[config.mk]
export PLATFORM = sky130hd
export DESIGN_NAME = ret_marker_checker_commit
export DESIGN_NICKNAME = d
export VERILOG_FILES = /design/src/rtl/ret_marker_pkg.sv /design/src/rtl/commit_slot_classify.sv /design/src/rtl/ret_marker_checker_commit.sv
export SDC_FILE = /design/constraint.sdc
export NUM_CORES = 1
export LEC_CHECK = 0
export BUFFER_PORTS_ARGS = -buffer_cell sky130_fd_sc_hd__buf_2
export CAP_MARGIN = 20
export CORE_AREA = 5 5 265 267
export CTS_CLUSTER_SIZE = 30
export DETAILED_ROUTE_END_ITERATION = 16
export DIE_AREA = 0 0 270 272
export PLACE_DENSITY = 0.38
export SLEW_MARGIN = 0
export SYNTH_ARGS = -nofsm -noshare
export SYNTH_HDL_FRONTEND = slang
export SYNTH_HIERARCHICAL = 1
export SYNTH_SLANG_ARGS = --single-unit
[constraint.sdc]
create_clock -name clk_i -period 6.23 [get_ports clk_i]
set_input_delay 0.623 -clock clk_i [delete_from_list [all_inputs] [get_ports clk_i]]
set_output_delay 0.623 -clock clk_i [all_outputs]
set_load 0.02 [all_outputs]
[src/rtl/ret_marker_pkg.sv]
// rtl/ret_marker_pkg.sv - shared types and RET/MARKER classification helpers
package ret_marker_pkg;

    localparam int XLEN = 64;
    localparam logic [XLEN-1:0] BREAKPOINT = 64'd3;

    typedef enum logic [3:0] {
        ADD,
        SUB,
        JAL,
        JALR,
        LOAD,
        STORE
    } fu_op_t;

    typedef struct packed {
        logic [XLEN-1:0] cause;
        logic [XLEN-1:0] tval;
        logic            valid;
    } exception_t;

    typedef struct packed {
        logic [XLEN-1:0] pc;
        fu_op_t          op;
        logic [5:0]      rs1;
        logic [5:0]      rd;
        logic [XLEN-1:0] result;
        exception_t      ex;
    } scoreboard_entry_t;

    typedef enum logic {
        IDLE,
        CHECK
    } chk_state_t;

    // RET is "jalr x0, 0(x1)" that committed without an exception
    function automatic logic is_ret_slot(input logic ack, input scoreboard_entry_t e);
        return ack && !e.ex.valid && (e.op == JALR) && (e.rd == 6'd0) && (e.rs1 == 6'd1);
    endfunction

    // Marker NOP: immediate lands in result for ALU ops
    function automatic logic is_marker_slot(input logic ack, input scoreboard_entry_t e,
                                            input fu_op_t nop_op, input logic [4:0] nop_rd,
                                            input logic [4:0] nop_rs1, input logic [4:0] nop_imm);
        return ack && (e.op == nop_op) && (e.rd[4:0] == nop_rd) &&
               (e.rs1[4:0] == nop_rs1) && (e.result[4:0] == nop_imm);
    endfunction

endpackage

[src/rtl/commit_slot_classify.sv]
// rtl/commit_slot_classify.sv - combinational RET/MARKER classifier for one commit port
module commit_slot_classify
    import ret_marker_pkg::*;
#(
    parameter fu_op_t     NOP_OP  = ADD,
    parameter logic [4:0] NOP_RD  = 5'd0,
    parameter logic [4:0] NOP_RS1 = 5'd0,
    parameter logic [4:0] NOP_IMM = 5'd1
) (
    input  logic              ack,
    input  scoreboard_entry_t instr,
    output logic              is_ret,
    output logic              is_marker
);

    logic unused_bits;
    assign unused_bits = ^{instr.pc, instr.result[XLEN-1:5], instr.ex.cause, instr.ex.tval};

    assign is_ret    = is_ret_slot(ack, instr);
    assign is_marker = is_marker_slot(ack, instr, NOP_OP, NOP_RD, NOP_RS1, NOP_IMM);

endmodule

[src/rtl/ret_marker_checker_commit.sv]
// rtl/ret_marker_checker_commit.sv - checks that every committed RET is followed by marker NOPs
module ret_marker_checker_commit
    import ret_marker_pkg::*;
#(
    parameter int         NR_COMMIT_PORTS = 2,
    parameter int         MARKER_LEN      = 1,
    parameter fu_op_t     NOP_OP          = ADD,
    parameter logic [4:0] NOP_RD          = 5'd0,
    parameter logic [4:0] NOP_RS1         = 5'd0,
    parameter logic [4:0] NOP_IMM         = 5'd1,
    parameter int         CNT_W           = 16
) (
    input  logic                   clk_i,
    input  logic                   rst_ni,
    input  logic                   flush_i,
    input  logic                   enable_i,
    input  logic [NR_COMMIT_PORTS-1:0] commit_ack_i,
    input  scoreboard_entry_t      commit_instr_i [NR_COMMIT_PORTS],
    output exception_t             exception_o,
    output logic                   busy_o,
    output logic [CNT_W-1:0]       violation_cnt_o
);

    localparam logic [3:0] MLEN = 4'(MARKER_LEN);

    chk_state_t           state_q, state_d;
    logic [3:0]           rem_q, rem_d;
    exception_t           exc_q;
    logic [CNT_W-1:0]     cnt_q;
    logic                 viol;
    logic [XLEN-1:0]      viol_pc;
    logic [NR_COMMIT_PORTS-1:0] is_ret, is_marker;

    genvar g;
    generate
        for (g = 0; g < NR_COMMIT_PORTS; g++) begin : g_cls
            commit_slot_classify #(
                .NOP_OP (NOP_OP),
                .NOP_RD (NOP_RD),
                .NOP_RS1(NOP_RS1),
                .NOP_IMM(NOP_IMM)
            ) u_cls (
                .ack      (commit_ack_i[g]),
                .instr    (commit_instr_i[g]),
                .is_ret   (is_ret[g]),
                .is_marker(is_marker[g])
            );
        end
    endgenerate

    // Walk acked slots in port order; a violation stops evaluation for the cycle
    always_comb begin
        logic stop;
        state_d = state_q;
        rem_d   = rem_q;
        viol    = 1'b0;
        viol_pc = '0;
        stop    = 1'b0;
        for (int i = 0; i < NR_COMMIT_PORTS; i++) begin
            if (!stop && commit_ack_i[i]) begin
                if (state_d == IDLE) begin
                    if (is_ret[i]) begin
                        state_d = CHECK;
                        rem_d   = MLEN;
                    end
                end else if (is_marker[i]) begin
                    rem_d = rem_d - 4'd1;
                    if (rem_d == 4'd0) begin
                        state_d = IDLE;
                    end
                end else begin
                    viol    = 1'b1;
                    viol_pc = commit_instr_i[i].pc;
                    state_d = IDLE;
                    rem_d   = 4'd0;
                    stop    = 1'b1;
                end
            end
        end
        if (flush_i) begin
            state_d = IDLE;
            rem_d   = 4'd0;
            viol    = 1'b0;
            viol_pc = '0;
        end
    end

    // State, exception and saturating violation counter registers
    always_ff @(posedge clk_i) begin
        if (!rst_ni) begin
            state_q <= IDLE;
            rem_q   <= 4'd0;
            exc_q   <= '0;
            cnt_q   <= '0;
        end else begin
            state_q <= state_d;
            rem_q   <= rem_d;
            if (viol && enable_i) begin
                exc_q.valid <= 1'b1;
                exc_q.cause <= BREAKPOINT;
                exc_q.tval  <= viol_pc;
            end else begin
                exc_q <= '0;
            end
            if (viol && (cnt_q != {CNT_W{1'b1}})) begin
                cnt_q <= cnt_q + 1'b1;
            end
        end
    end

    assign exception_o     = exc_q;
    assign busy_o          = (state_q == CHECK);
    assign violation_cnt_o = cnt_q;

endmodule

# Word-level counts from Yosys, hierarchy flattened
# Index checks and enable logic that the tools add are counted.
[totals]
regBits = 150
output_inout_bits = 146
[classes]
n_addsub = 3
eq_ne = 7
mux = 33
bitwise_logic = 2
reduce_logical = 34
[ops]
columns = ["op", "n"]
rows = [
  ["$mux W64", 7],
  ["$mux W67", 1],
  ["$mux W4", 8],
  ["$logic_not A5 Y1", 4],
  ["$logic_and A1 B1 Y1", 19],
  ["$mux W1", 17],
  ["$add A16 B1 Y16 const B", 1],
  ["$logic_not A4 Y1", 4],
  ["$ne A16 B16 Y1 const B", 1],
  ["$eq A6 B1 Y1 const B", 2],
  ["$logic_not A6 Y1", 2],
  ["$eq A5 B1 Y1 const B", 2],
  ["$eq A4 B2 Y1 const B", 2],
  ["$sub A4 B1 Y4 const B", 2],
  ["$logic_not A1 Y1", 3],
  ["$reduce_or A3 Y1", 1],
  ["$not A1 Y1", 2],
  ["$reduce_or A2 Y1", 1],
]

# Longest topological paths before layout
# Gate-level depths: netlist (run 1).
[logic_depth]
ltp_word = 15
depth_mapped = 10
ltp_nobuf = 9

# Hierarchy
# The synthesis (run 1) kept the hierarchy.
[by_module_without_submodules]
columns = ["mod", "instances", "cells_each", "area_each_um2", "seq_area_each_um2"]
rows = [
  ["ret_marker_checker_commit", 1, 439, 3901.2, 1721.7],
  ["commit_slot_classify", 2, 10, 76.3, 0.0],
]

# Worst setup path after synthesis (run 1)
# No wires, ideal clock.
[synth_path]
path_kind = "input -> register"
from = "input commit_instr_i[469] in the netlist's numbering"
to = "register cnt_q[14] (netlist: violation_cnt_o[14])"
t_arrival_ps = 2899
required_time_ps = 6160
path_slack_ps = 3260
path_stages = 9
n_path_buf = 1
path_cell_list = "nor4_1 -> nand3_1 -> nor2_1 -> and3b_1 -> or4b_4 -> o21a_1 -> buf_2 -> or4_1 -> a21oi_1"
[synth_between]
elab_chain_cells = 12
word_cells_on_any_way = 21
classes_between = "mux: 11; reduce/logical: 10"
[synth_rtl]
columns = ["item", "line", "source"]
rows = [
  ["start: declaration", "ret_marker_checker_commit.sv:18", "input scoreboard_entry_t commit_instr_i [NR_COMMIT_PORTS],"],
  ["$logic_not A5 Y1 (*)", "ret_marker_pkg.sv:45", "return ack && (e.op == nop_op) && (e.rd[4:0] == nop_rd) &&"],
  ["$logic_and A1 B1 Y1 (*) (2 in series)", "ret_marker_pkg.sv:45", ""],
  ["$logic_and A1 B1 Y1 (*)", "ret_marker_pkg.sv:46", "(e.rs1[4:0] == nop_rs1) && (e.result[4:0] == nop_imm);"],
  ["net is_marker[0]", "ret_marker_checker_commit.sv:32", "logic [NR_COMMIT_PORTS-1:0] is_ret, is_marker;"],
  ["$mux W1", "ret_marker_checker_commit.sv:66", "end else if (is_marker[i]) begin"],
  ["$mux W1", "ret_marker_checker_commit.sv:61", "if (state_d == IDLE) begin"],
  ["$mux W1", "ret_marker_checker_commit.sv:60", "if (!stop && commit_ack_i[i]) begin"],
  ["$mux W1 or $logic_not A1 Y1 (tied branches)", "ret_marker_checker_commit.sv:66, ret_marker_checker_commit.sv:60", ""],
  ["$mux W1 or $logic_and A1 B1 Y1 (tied branches)", "ret_marker_checker_commit.sv:61, ret_marker_checker_commit.sv:60", ""],
  ["$mux W1 (*)", "ret_marker_checker_commit.sv:60", ""],
  ["$mux W1 (*)", "ret_marker_checker_commit.sv:80", "if (flush_i) begin"],
  ["$logic_and A1 B1 Y1 (*)", "ret_marker_checker_commit.sv:105", "if (viol && (cnt_q != {CNT_W{1'b1}})) begin"],
  ["end signal: assignment", "ret_marker_checker_commit.sv:106", "cnt_q <= cnt_q + 1'b1;"],
  ["end: declaration", "ret_marker_checker_commit.sv:29", "logic [CNT_W-1:0] cnt_q;"],
]
# The timed path passes the listed nets; every way through them passes the cells marked *.
# A chain may end at the register's enable or synchronous reset.

# Worst setup path in the final report (run 1)
[layout_path]
from = "input commit_instr_i[478] in the netlist's numbering"
to = "register exc_q, in the netlist exception_o[51]"
[layout_between]
elab_chain_cells = 15
word_cells_on_any_way = 31
classes_between = "eq/ne: 1; mux: 17; bitwise: 1; reduce/logical: 12"
[layout_rtl]
columns = ["item", "line", "source"]
rows = [
  ["$logic_not A4 Y1 (*)", "ret_marker_pkg.sv:45", ""],
  ["$logic_and A1 B1 Y1 (*) (3 in series)", "ret_marker_pkg.sv:45", ""],
  ["$logic_and A1 B1 Y1 (*)", "ret_marker_pkg.sv:46", ""],
  ["net is_marker[0]", "ret_marker_checker_commit.sv:32", ""],
  ["$mux W1", "ret_marker_checker_commit.sv:66", ""],
  ["$mux W1", "ret_marker_checker_commit.sv:61", ""],
  ["$mux W1", "ret_marker_checker_commit.sv:60", ""],
  ["$mux W1 or $logic_not A1 Y1 (tied branches)", "ret_marker_checker_commit.sv:66, ret_marker_checker_commit.sv:60", ""],
  ["$mux W1 or $logic_and A1 B1 Y1 (tied branches)", "ret_marker_checker_commit.sv:61, ret_marker_checker_commit.sv:60", ""],
  ["$mux W1", "ret_marker_checker_commit.sv:60", ""],
  ["$mux W1", "ret_marker_checker_commit.sv:80", ""],
  ["$logic_and A1 B1 Y1", "ret_marker_checker_commit.sv:98", "if (viol && enable_i) begin"],
  ["$not A1 Y1 (no line)", "--", ""],
  ["$reduce_or A3 Y1 (no line)", "--", ""],
  ["end: declaration", "ret_marker_checker_commit.sv:28", "exception_t exc_q;"],
]
# Marked as above.

==> results.ini, run 1 <==
[run_status]
status=finished, final reports clean

[power]
cellLeakagePower_nw=2.600
vdd_drop_max_mv=0.09015
p_per_area_nw_per_um2=195.6

[synthesis]
synthMostInstantiatedCell=dfxtp_1
ys_seq_elements=86
ys_seq_area_share_pct=42.47
netlist_area_um2=4054
synth.area.top_cells=dfxtp_1, a22oi_1, buf_4
syn-instance-count=459
async_flop_share_pct=0
avgSynthCellArea_um2=8.832
ys_warn_count=6
synth_ff_type=dfxtp_1
synth_top_cell_by_area=dfxtp_1
ys_types=50
netlist_top_cells_count=dfxtp_1, nor2_1, a22oi_1, buf_4, clkbuf_1
synth_top_area_share_pct=42.47
synth-edff-count=0

[timing]
hold_viol_final=0
maxSlewHeadroom_pct=42.31
finalSetupViolations=0
min_period_ns=4.348
rsz0062_at_grt=no
clock_skew_ns=0.009972
fmax_ghz=0.2300
report.final.slew_viol_count=0
holdWs_ns=0.4892
worstMarginPinSlew_ns=0.8654
setup_tns_ns=0
period_share_pct=69.79

[worst_setup_path]
path_class=primary input to register
path_buf_inv=3
startpoint=commit_instr_i[478]
cp_max_fo=66
end_kind=register
r2r-start=busy_o
crit_arrival_ns=4.65
cp-start-kind=primary input
critPathTopFamily=simple AND/OR/NAND/NOR gates
crit_chain=buf_2, nor4b_1, nand2_1, nor2_1, and3b_2, buf_4, or4b_4, o21ai_1, nand3_2, buf_4, nor2_1
critPathMaxStageDelay_ns=0.72
cpMaxStageDelayCell=nand3_2
cp.required_ns=6.53

[finish]
drive_above_1_share_pct=40.96
fillers=7862
final_core_util_pct=9.569
regArea_um2=1722
area_growth_pct=60.19
nNetsFinal=1260
multiInputGateArea_um2=1952
final_cells=1591

[clocking]
cts_setup_buffers=0
cts_tree=done
ctsResizeCount=0
clk_latency_ns=0.37
htreeDepth=3
hold_buffers=0
path_clk_slew_ns=0.07
clockBufferDepth=2
clkSinkCount=86
cts_made_buffers=9
ctsRootBufferMaster=clkbuf_16

[drt]
drc=0
wl_um=16170
drtAntennaViolNets=0
drtPass1Iterations=4
vias=4178
dr.first_iter.drc_count=171
avgViaCountPerCell=2.626
wire_per_inst_um=10.16

[floorplan]
die_w_um=270
die_height_um=272
coreArea_um2=67870
rows=96
initial_utilization_pct=5.973
ios=698
dieArea_um2=73440

[min_path]
hp-class=primary input to register
hp-start=commit_instr_i[222]

[place]
dp_cells=1573
gp_congestion=0.7440
hpwl_um=13060
port_buffers=261

[global_routing]
grt_max_degree=67
antenna_found_initial=1
grt-ovfl-total=0
grt_pass1_wl_um=23050
grt_pass1_vias=4041
grt.total_usage_pct=4.173

[run]
cap_violations=0

[sequential cells by signal, indices dropped and copies added (netlist names)]
register	count
rem_q	4
violation_cnt_o	16
busy_o	1
exception_o	65
[layout by cell type (no fill, tap or decap), types with 2 or more instances in the layout]
cell type	n
a41oi_1	2
nand2_1	15
buf_2	261
and3_1	7
nor4b_2	2
bufinv_16	2
inv_1	8
inv_6	4
nor4_1	6
nor4_2	2
nand4b_1	2
a21oi_1	17
clkbuf_16	9
a22oi_1	64
nor4b_1	2
buf_4	3
nand4_1	3
ha_1	5
nand2b_1	4
o21ai_0	3
or4_1	13
mux2i_1	2
dfxtp_1	86
conb_1	62
nor2_1	68
xnor2_1	2
nand3_1	11
o31ai_1	13
and4_1	2
o32ai_1	2
[kinds of logic after synthesis]
family | count (synthesis) | share of synthesized area [%]
adders and majority gates | 5 | 1.543
muxes | 2 | 0.4938
xor gates and xnor gates | 3 | 0.6483
DFF | 86 | 42.47
AOI/OAI and AO/OA | 111 | 19.63
and+or+nand+nor | 150 | 19.75
other | 1 | 0.09250
buffers and inverters | 101 | 15.37
[worst register-to-register path: stages (launching register included)]
cell and delay (ns):
dfxtp_1 0.39, and3b_2 0.23, buf_4 0.34, or4b_4 0.67
o21ai_1 0.42, nand3_2 0.72, buf_4 0.58, nor2_1 0.16
[stage by stage]
stage                     setup slack (ns)  area [µm²]  power (mW)
after global placement               1.233        6136      0.6640
after CTS                            1.636        6464       1.312
after global routing                 1.286        6491       1.339
after detailed placement             1.225        6136      0.6640
final                                1.882        6494       1.270
after floorplan                      3.260        4283      0.6324
[final cells by class]
| class | count | area share [%] |
|---|---|---|
| repair buffers | 265 | 20.89 |
| clock inverters | 7 | 1.580 |
| well taps | 882 | 16.99 |
| multi-input cells | 333 | 30.06 |
| flip-flops and latches | 86 | 26.51 |
| diodes | 1 | 0.03854 |
| inverters | 8 | 0.4624 |
| clock buffers | 9 | 3.468 |
[power by group]
part | total, mW | switching, mW | internal [mW]
Clock | 0.618 | 0.261 | 0.357
Combinational | 0.103 | 0.0609 | 0.0418
Sequential | 0.549 | 0.000000133 | 0.549
Total | 1.27 | 0.322 | 0.948
[path summary, 6_finish.rpt]
path,to,slack [ns],cells past startpoint
worst max-delay path,exception_o[51],1.88,11
worst min register to register,violation_cnt_o[8],0.50,2
worst min-delay path,exception_o[14],0.49,3
worst max register to register,exception_o[51],2.65,7
[metal layers]
metal	vias to the layer above	wire, µm	GRT usage (%)
met4	0	362	2.019
met3	16	1704	1.568
met2	252	7149	6.560
met5	-	0	0
li1	2026	-	-
met1	1884	6949	5.031
Note: power is estimated with default switching activity, not from simulation.
==> inputs of run 2 (changes only) <==
--- a/config.mk
+++ b/config.mk
@@ -5,13 +5,14 @@
 export SDC_FILE = /design/constraint.sdc
 export NUM_CORES = 1
 export LEC_CHECK = 0
+export ABC_AREA = 1
 export BUFFER_PORTS_ARGS = -buffer_cell sky130_fd_sc_hd__buf_2
 export CAP_MARGIN = 20
-export CORE_AREA = 5 5 265 267
+export CORE_AREA = 5 5 268 270
 export CTS_CLUSTER_SIZE = 30
 export DETAILED_ROUTE_END_ITERATION = 16
-export DIE_AREA = 0 0 270 272
-export PLACE_DENSITY = 0.38
+export DIE_AREA = 0 0 273 275
+export PLACE_DENSITY = 0.39
 export SLEW_MARGIN = 0
 export SYNTH_ARGS = -nofsm -noshare
 export SYNTH_HDL_FRONTEND = slang
==> constraint.sdc (replaced) <==
create_clock -name clk_i -period 3.97 [get_ports clk_i]
set_input_delay 0.397 -clock clk_i [delete_from_list [all_inputs] [get_ports clk_i]]
set_output_delay 0.397 -clock clk_i [all_outputs]
set_load 0.02 [all_outputs]
==> run 2 against run 1 <==
Effect of this change:
- sequential power rose by 57%
- first-iteration DRC count rose by 42%
- critical path type unchanged
- die area rose by 2.2%
==> results.ini, run 2 <==
[synthesis]
synth_ff_type=dfxtp_1  ; unchanged
synth.area.top_cells=dfxtp_1, nand2_1, buf_4  ; was dfxtp_1, a22oi_1, buf_4
avgSynthCellArea_um2=7.409  ; was 8.832 µm²
synthMostInstantiatedCell=nand2_1  ; was dfxtp_1
synth_top_cell_by_area=dfxtp_1  ; unchanged
ys_types=27  ; was 50
synthSimpleGateAreaFrac_pct=28.70  ; was 19.75%
synth.area.mux_share_pct=0  ; was 0.4938%
synth_top_family_by_area=simple AND/OR/NAND/NOR gates  ; unchanged
synthAdderAreaFrac_pct=1.321  ; was 1.543%
ys_seq_elements=86  ; unchanged
syn-instance-count=639  ; was 459
synth-edff-count=0  ; unchanged
async_flop_share_pct=0  ; unchanged
netlist_top_cells_count=nand2_1, dfxtp_1, nand3_1  ; was dfxtp_1, nor2_1, a22oi_1, buf_4, clkbuf_1
synth-xor-area-share_pct=2.405  ; was 0.6481%
ys_seq_area_share_pct=36.36  ; was 42.47%
synth_top_area_share_pct=36.36  ; was 42.47%
netlist_area_um2=4735  ; was 4054 µm²
ys_warn_count=6  ; unchanged
synth_compound_area_share_pct=13.77  ; was 19.63%

[finish]
drive_above_1_share_pct=39.26  ; was 40.96%
layout_commonest_cell=buf_2  ; unchanged
area_growth_pct=51.19  ; was 60.19%
design_area_um2=7158  ; was 6494 µm²
nNetsFinal=1442  ; was 1260
largest_reg_flops=65  ; unchanged
layout.cells.most_common_list=buf_2, nand2_1, dfxtp_1, nand3_1, conb_1  ; was buf_2, dfxtp_1, nor2_1, a22oi_1, conb_1
fillers=8118  ; was 7862

[timing]
maxSlewHeadroom_pct=53.79  ; was 42.31%
clock_skew_ns=0.01308  ; was 0.009972 ns
setup_slack_ns=1.140  ; was 1.882 ns
report.final.slew_viol_count=0  ; unchanged
rsz0062_at_grt=no  ; unchanged
finalSetupViolations=0  ; unchanged
hold_viol_final=0  ; unchanged
period_share_pct=71.28
worstMarginPinSlew_ns=0.6931  ; was 0.8654 ns
min_period_ns=2.830
fmax_ghz=0.3534
setup_tns_ns=0  ; unchanged
holdWs_ns=0.2658  ; was 0.4892 ns

[drt]
avgViaCountPerCell=2.701  ; was 2.626
wl_um=24900  ; was 16170 µm
met2WireLength_um=12340  ; was 7149 µm
dr.first_iter.drc_count=243  ; was 171
drtAntennaViolNets=0  ; unchanged
met3WireLength_um=2182  ; was 1704 µm
vias=4946  ; was 4178
wire_per_inst_um=13.60  ; was 10.16 µm
met1_length_um=10070  ; was 6949 µm
drc=0  ; unchanged
drtPass1Iterations=5  ; was 4
top_layer=met5  ; was met4

[clocking]
ctsResizeCount=0  ; unchanged
cts_made_buffers=9  ; unchanged
clockBufferDepth=2  ; unchanged
ctsRootBufferMaster=clkbuf_16  ; unchanged
clkSinkCount=86  ; unchanged
htreeDepth=3  ; unchanged
clk_latency_ns=0.37  ; about the same
cts_setup_buffers=0  ; unchanged
path_clk_slew_ns=0.07  ; about the same
hold_buffers=0  ; unchanged
cts_tree=done  ; unchanged

[min_path]
min_path_cells=3  ; unchanged
hp-start=rst_ni  ; was commit_instr_i[222]
holdPathEnd=violation_cnt_o[12]  ; was exception_o[14]
hp-class=primary input to register  ; unchanged

[floorplan]
die_height_um=275  ; was 272 µm
dieArea_um2=75080  ; was 73440 µm²
die_w_um=273  ; was 270 µm
initial_utilization_pct=6.832  ; was 5.973%
rows=97  ; was 96
coreArea_um2=69300  ; was 67870 µm²
ios=698  ; unchanged

[global_routing]
grt.total_usage_pct=6.288  ; was 4.173%
grt_pass1_vias=4884  ; was 4041
grt_pass1_wl_um=33730  ; was 23050 µm
grt_max_degree=61  ; was 67
grt-ovfl-total=0  ; unchanged
antenna_found_initial=1  ; unchanged

[worst_setup_path]
reg2regPathDepth=12  ; was 7
r2r-start=rem_q[0]  ; was busy_o
path_class=primary input to register  ; unchanged
r2r_end=exception_o[3]  ; was exception_o[51]
cp.required_ns=4.25  ; was 6.53 ns
end_kind=register  ; unchanged
cp_max_fo=29  ; was 66
regToRegSetupSlack_ns=1.33  ; was 2.65 ns
crit_arrival_ns=3.11  ; was 4.65 ns
cp-start-kind=primary input  ; unchanged

[power]
total_power_mw=1.940  ; was 1.270 mW
vdd_drop_max_mv=0.1405  ; was 0.09015 mV
p_per_area_nw_per_um2=271.0  ; was 195.6 nW/µm²
cellLeakagePower_nw=2.835  ; was 2.600 nW

[place]
pre_cts_slack_ns=0.5026  ; was 1.225 ns
placed_area_um2=6857  ; was 6136 µm²
port_buffers=261  ; unchanged
gp_congestion=0.7772  ; was 0.7440
hpwl_um=20290  ; was 13060 µm

[run_status]
status=finished, final reports clean  ; unchanged

[run]
cap_violations=0  ; unchanged

-- run 2: changes by cell type in the layout (fill, tap and decap cells not counted), sizes merged, moves of 13 or more --
| cell | delta |
|---|---|
| nand2 | +134 |
| or4 | -13 |
| inv | +31 |
| nand4 | +16 |
| nor2 | -19 |
| a22oi | -64 |
| nand3 | +68 |
| a21oi | +66 |
| o31ai | -13 |
-- run 2: metal layers --
metal	GRT usage [%]	vias up
met4	1.420	2
met5	0	-
met3	2.311	15
met1	7.457	2239
met2	10.89	242
li1	-	2448
-- run 2: layout make-up --
class	count	area, µm²	area share, %
multi-input cells	476	2427	33.91
diodes	2	5.005	0.06992
well taps	940	1176	16.43
repair buffers	270	1374	19.19
flip-flops and latches	86	1722	24.05
inverters	42	157.7	2.202
clock inverters	6	71.32	0.9963
clock buffers	9	225.2	3.146
-- run 2: kinds of logic (layout without fill, tap and decap cells) --
logic type,count (synthesis),count (layout)
AO/OA/AOI/OAI,92,92
other,1,64
AND/OR/NAND/NOR,304,304
flip-flops,86,86
adder cells (fa/ha/maj),5,5
buffers and inverters,138,327
XOR/XNOR,13,13
-- run 2: stage by stage --
stage,std cells,utilization [%]
after floorplan,700,-
after global placement,1814,9.894
after detailed placement,1814,9.894
after CTS,1829,10.32
after global routing,1829,10.32
final,1831,10.33
-- run 2: worst max-delay path, stage by stage --
cell and delay [ns]:
buf_2 0.10, nor2_1 0.22, nand2_1 0.09, nor2_1 0.10, nand2_1 0.06, nor2_1 0.12
inv_2 0.16, nand2_4 0.13, nand2_1 0.06, inv_2 0.09, nand4_4 0.14, nand2_4 0.24
nand3_4 0.51, buf_4 0.42, a21oi_1 0.21
-- run 2: where the power goes --
group          internal [mW]  total, mW  switching, mW
clock network          0.491      0.907          0.416
registers              0.862      0.862       0.000188
logic                 0.0678      0.171          0.103
total                   1.42       1.94          0.519
-- run 2: worst max-delay path by stage --
stage | slack (ns) | cells past startpoint | startpoint | end
after global routing | 0.73 | 15 | commit_instr_i[403] | exception_o[3]
after detailed placement | 0.50 | 15 | commit_instr_i[403] | exception_o[3]
final | 1.14 | 15 | commit_instr_i[403] | exception_o[3]
after floorplan | 1.98 | 14 | commit_instr_i[481] | busy_o
after CTS | 0.97 | 15 | commit_instr_i[403] | exception_o[3]
after global placement | 0.55 | 14 | commit_instr_i[403] | exception_o[4]
==> inputs of run 3 (changes only) <==
--- a/config.mk
+++ b/config.mk
@@ -8,11 +8,11 @@
 export ABC_AREA = 1
 export BUFFER_PORTS_ARGS = -buffer_cell sky130_fd_sc_hd__buf_2
 export CAP_MARGIN = 20
-export CORE_AREA = 5 5 268 270
+export CORE_AREA = 5 5 270 272
 export CTS_CLUSTER_SIZE = 30
 export DETAILED_ROUTE_END_ITERATION = 16
-export DIE_AREA = 0 0 273 275
-export PLACE_DENSITY = 0.39
+export DIE_AREA = 0 0 275 277
+export PLACE_DENSITY = 0.38
 export SLEW_MARGIN = 0
 export SYNTH_ARGS = -nofsm -noshare
 export SYNTH_HDL_FRONTEND = slang
==> constraint.sdc (replaced) <==
create_clock -name clk_i -period 2.67 [get_ports clk_i]
set_input_delay 0.267 -clock clk_i [delete_from_list [all_inputs] [get_ports clk_i]]
set_output_delay 0.267 -clock clk_i [all_outputs]
set_load 0.02 [all_outputs]
==> run 3 against run 2 <==
Effect of this change:
- first-iteration DRC count fell by 11%
- register-to-register slack got worse by 0.86 ns
- die area rose by 1.5%
- via count rose by 2.9%
- largest cell class unchanged
- largest power group unchanged
==> results.ini, run 3 (synthesis gave the netlist of run 2 again) <==
[run_status]
status=finished, final reports clean  ; unchanged

[timing]
clock_skew_ns=0.008777  ; was 0.01308 ns
fmax_ghz=0.4535
min_period_ns=2.205
report.final.slew_viol_count=0  ; unchanged
rsz0062_at_grt=no  ; unchanged
maxSlewHeadroom_pct=53.83  ; was 53.79%
worstMarginPinSlew_ns=0.6926  ; was 0.6931 ns
hold_viol_final=0  ; unchanged
period_share_pct=82.58
setup_tns_ns=0  ; unchanged
finalSetupViolations=0  ; unchanged

[floorplan]
coreArea_um2=70510  ; was 69300 µm²
rows=98  ; was 97
ios=698  ; unchanged
die_height_um=277  ; was 275 µm
dieArea_um2=76180  ; was 75080 µm²
initial_utilization_pct=6.715  ; was 6.832%
die_w_um=275  ; was 273 µm

[worst_setup_path]
end_kind=register  ; unchanged
regToRegSetupSlack_ns=0.47  ; was 1.33 ns
crit_arrival_ns=2.53  ; was 3.11 ns
crit_end=exception_o[7]  ; was exception_o[3]
startpoint=rem_q[0]  ; was commit_instr_i[403]
reg2regPathDepth=13  ; was 12
r2r_end=exception_o[7]  ; was exception_o[3]
cp-start-kind=register  ; was primary input
cp.required_ns=2.99  ; was 4.25 ns
r2r-start=rem_q[0]  ; unchanged
path_class=register to register  ; was primary input to register
cp_max_fo=50  ; was 29

[finish]
layout_commonest_cell=buf_2  ; unchanged
nNetsFinal=1457  ; was 1442
drive_above_1_share_pct=40.22  ; was 39.26%
final_core_util_pct=10.35  ; was 10.33%
layout.cells.most_common_list=buf_2, nand2_1, dfxtp_1, nand3_1, conb_1  ; unchanged
largest_reg_flops=65  ; unchanged
area_growth_pct=54.10  ; was 51.19%

[drt]
avgViaCountPerCell=2.739  ; was 2.701
dr.first_iter.drc_count=217  ; was 243
vias=5087  ; was 4946
drtAntennaViolNets=0  ; unchanged
drtPass1Iterations=4  ; was 5
drc=0  ; unchanged
wl_um=26770  ; was 24900 µm
wire_per_inst_um=14.42  ; was 13.60 µm

[clocking]
path_clk_slew_ns=0.07  ; about the same
cts_tree=done  ; unchanged
hold_buffers=0  ; unchanged
cts_setup_buffers=0  ; unchanged
ctsRootBufferMaster=clkbuf_16  ; unchanged
clockBufferDepth=2  ; unchanged
htreeDepth=3  ; unchanged
clkSinkCount=86  ; unchanged
clk_latency_ns=0.37  ; about the same
ctsResizeCount=0  ; unchanged
cts_made_buffers=9  ; unchanged

[global_routing]
grt_max_degree=61  ; unchanged
grt_pass1_vias=4954  ; was 4884
antenna_found_initial=5  ; was 1
grt_pass1_wl_um=36050  ; was 33730 µm
grt.total_usage_pct=6.723  ; was 6.288%
grt-ovfl-total=0  ; unchanged

[power]
cellLeakagePower_nw=2.914  ; was 2.835 nW
p_per_area_nw_per_um2=390.7  ; was 271.0 nW/µm²
total_power_mw=2.851  ; was 1.940 mW
vdd_drop_max_mv=0.2096  ; was 0.1405 mV

[run]
cap_violations=0  ; unchanged

[place]
gp_congestion=0.7909  ; was 0.7772
hpwl_um=21830  ; was 20290 µm
port_buffers=261  ; unchanged

[min_path]
hp-class=primary input to register  ; unchanged

-- run 3: cell count changes in the layout (fill, tap and decap cells not counted), sizes merged --
| cell | before | now |
|---|---|---|
| bufinv | 1 | 0 |
| clkbuf | 9 | 11 |
| buf | 270 | 285 |
-- run 3: report_power, final --
group | internal (mW) | switching [mW] | leakage [nW]
clock network | 0.668 | 0.639 | 0.138
logic | 0.104 | 0.158 | 2.08
registers | 1.28 | 0.000359 | 0.692
-- run 3: layout make-up --
cell class | count | area, µm²
multi-input combinational | 476 | 2427
inverter | 42 | 157.7
antenna | 2 | 5.005
sequential | 86 | 1722
tap | 950 | 1189
fill | 8256 | 63210
clock inverter | 5 | 41.29
clock buffer | 11 | 242.7
timing repair buffer | 285 | 1511
-- run 3: how the worst min path moves through the flow --
stage	startpoint	slack [ns]	end	cells after the start
after global routing	commit_instr_i[240]	0.10	exception_o[32]	3
after floorplan	rst_ni	0.39	violation_cnt_o[12]	2
after global placement	violation_cnt_o[1]	0.49	violation_cnt_o[1]	2
after detailed placement	violation_cnt_o[1]	0.50	violation_cnt_o[1]	2
final	rst_ni	0.13	violation_cnt_o[12]	3
after CTS	rst_ni	0.1	violation_cnt_o[12]	3
-- run 3: critical path: stages (launching register included) --
cell,delay [ns]
dfxtp_1,0.38
inv_2,0.07
ha_1,0.21
inv_1,0.05
nand2_1,0.04
nand2_1,0.07
nor2_1,0.06
nand2_2,0.11
nand4_4,0.12
nand2_4,0.13
nand3_4,0.07
buf_12,0.16
a21oi_1,0.36
buf_4,0.19
-- run 3: metal layers --
| metal | GRT usage (%) | up-vias | routed length, µm |
|---|---|---|---|
| met5 | 0 | - | 7 |
| met4 | 1.956 | 2 | 601 |
| met3 | 2.790 | 17 | 2850 |
| met2 | 10.79 | 259 | 12130 |
| met1 | 8.240 | 2325 | 11180 |
| li1 | - | 2484 | - |
-- run 3: stage by stage --
step	hold slack [ns]	instances	cell area [µm²]	worst slack [ns]
2_1_floorplan	0.3884	700	4964	0.8148
3_3_place_gp	0.4917	1839	7007	0.01793
3_5_place_dp	0.5039	1839	7007	0.01042
4_1_cts	0.09864	1855	7291	0.4181
5_1_grt	0.1031	1856	7293	0.2401
6_report	0.1331	1857	7296	0.4651
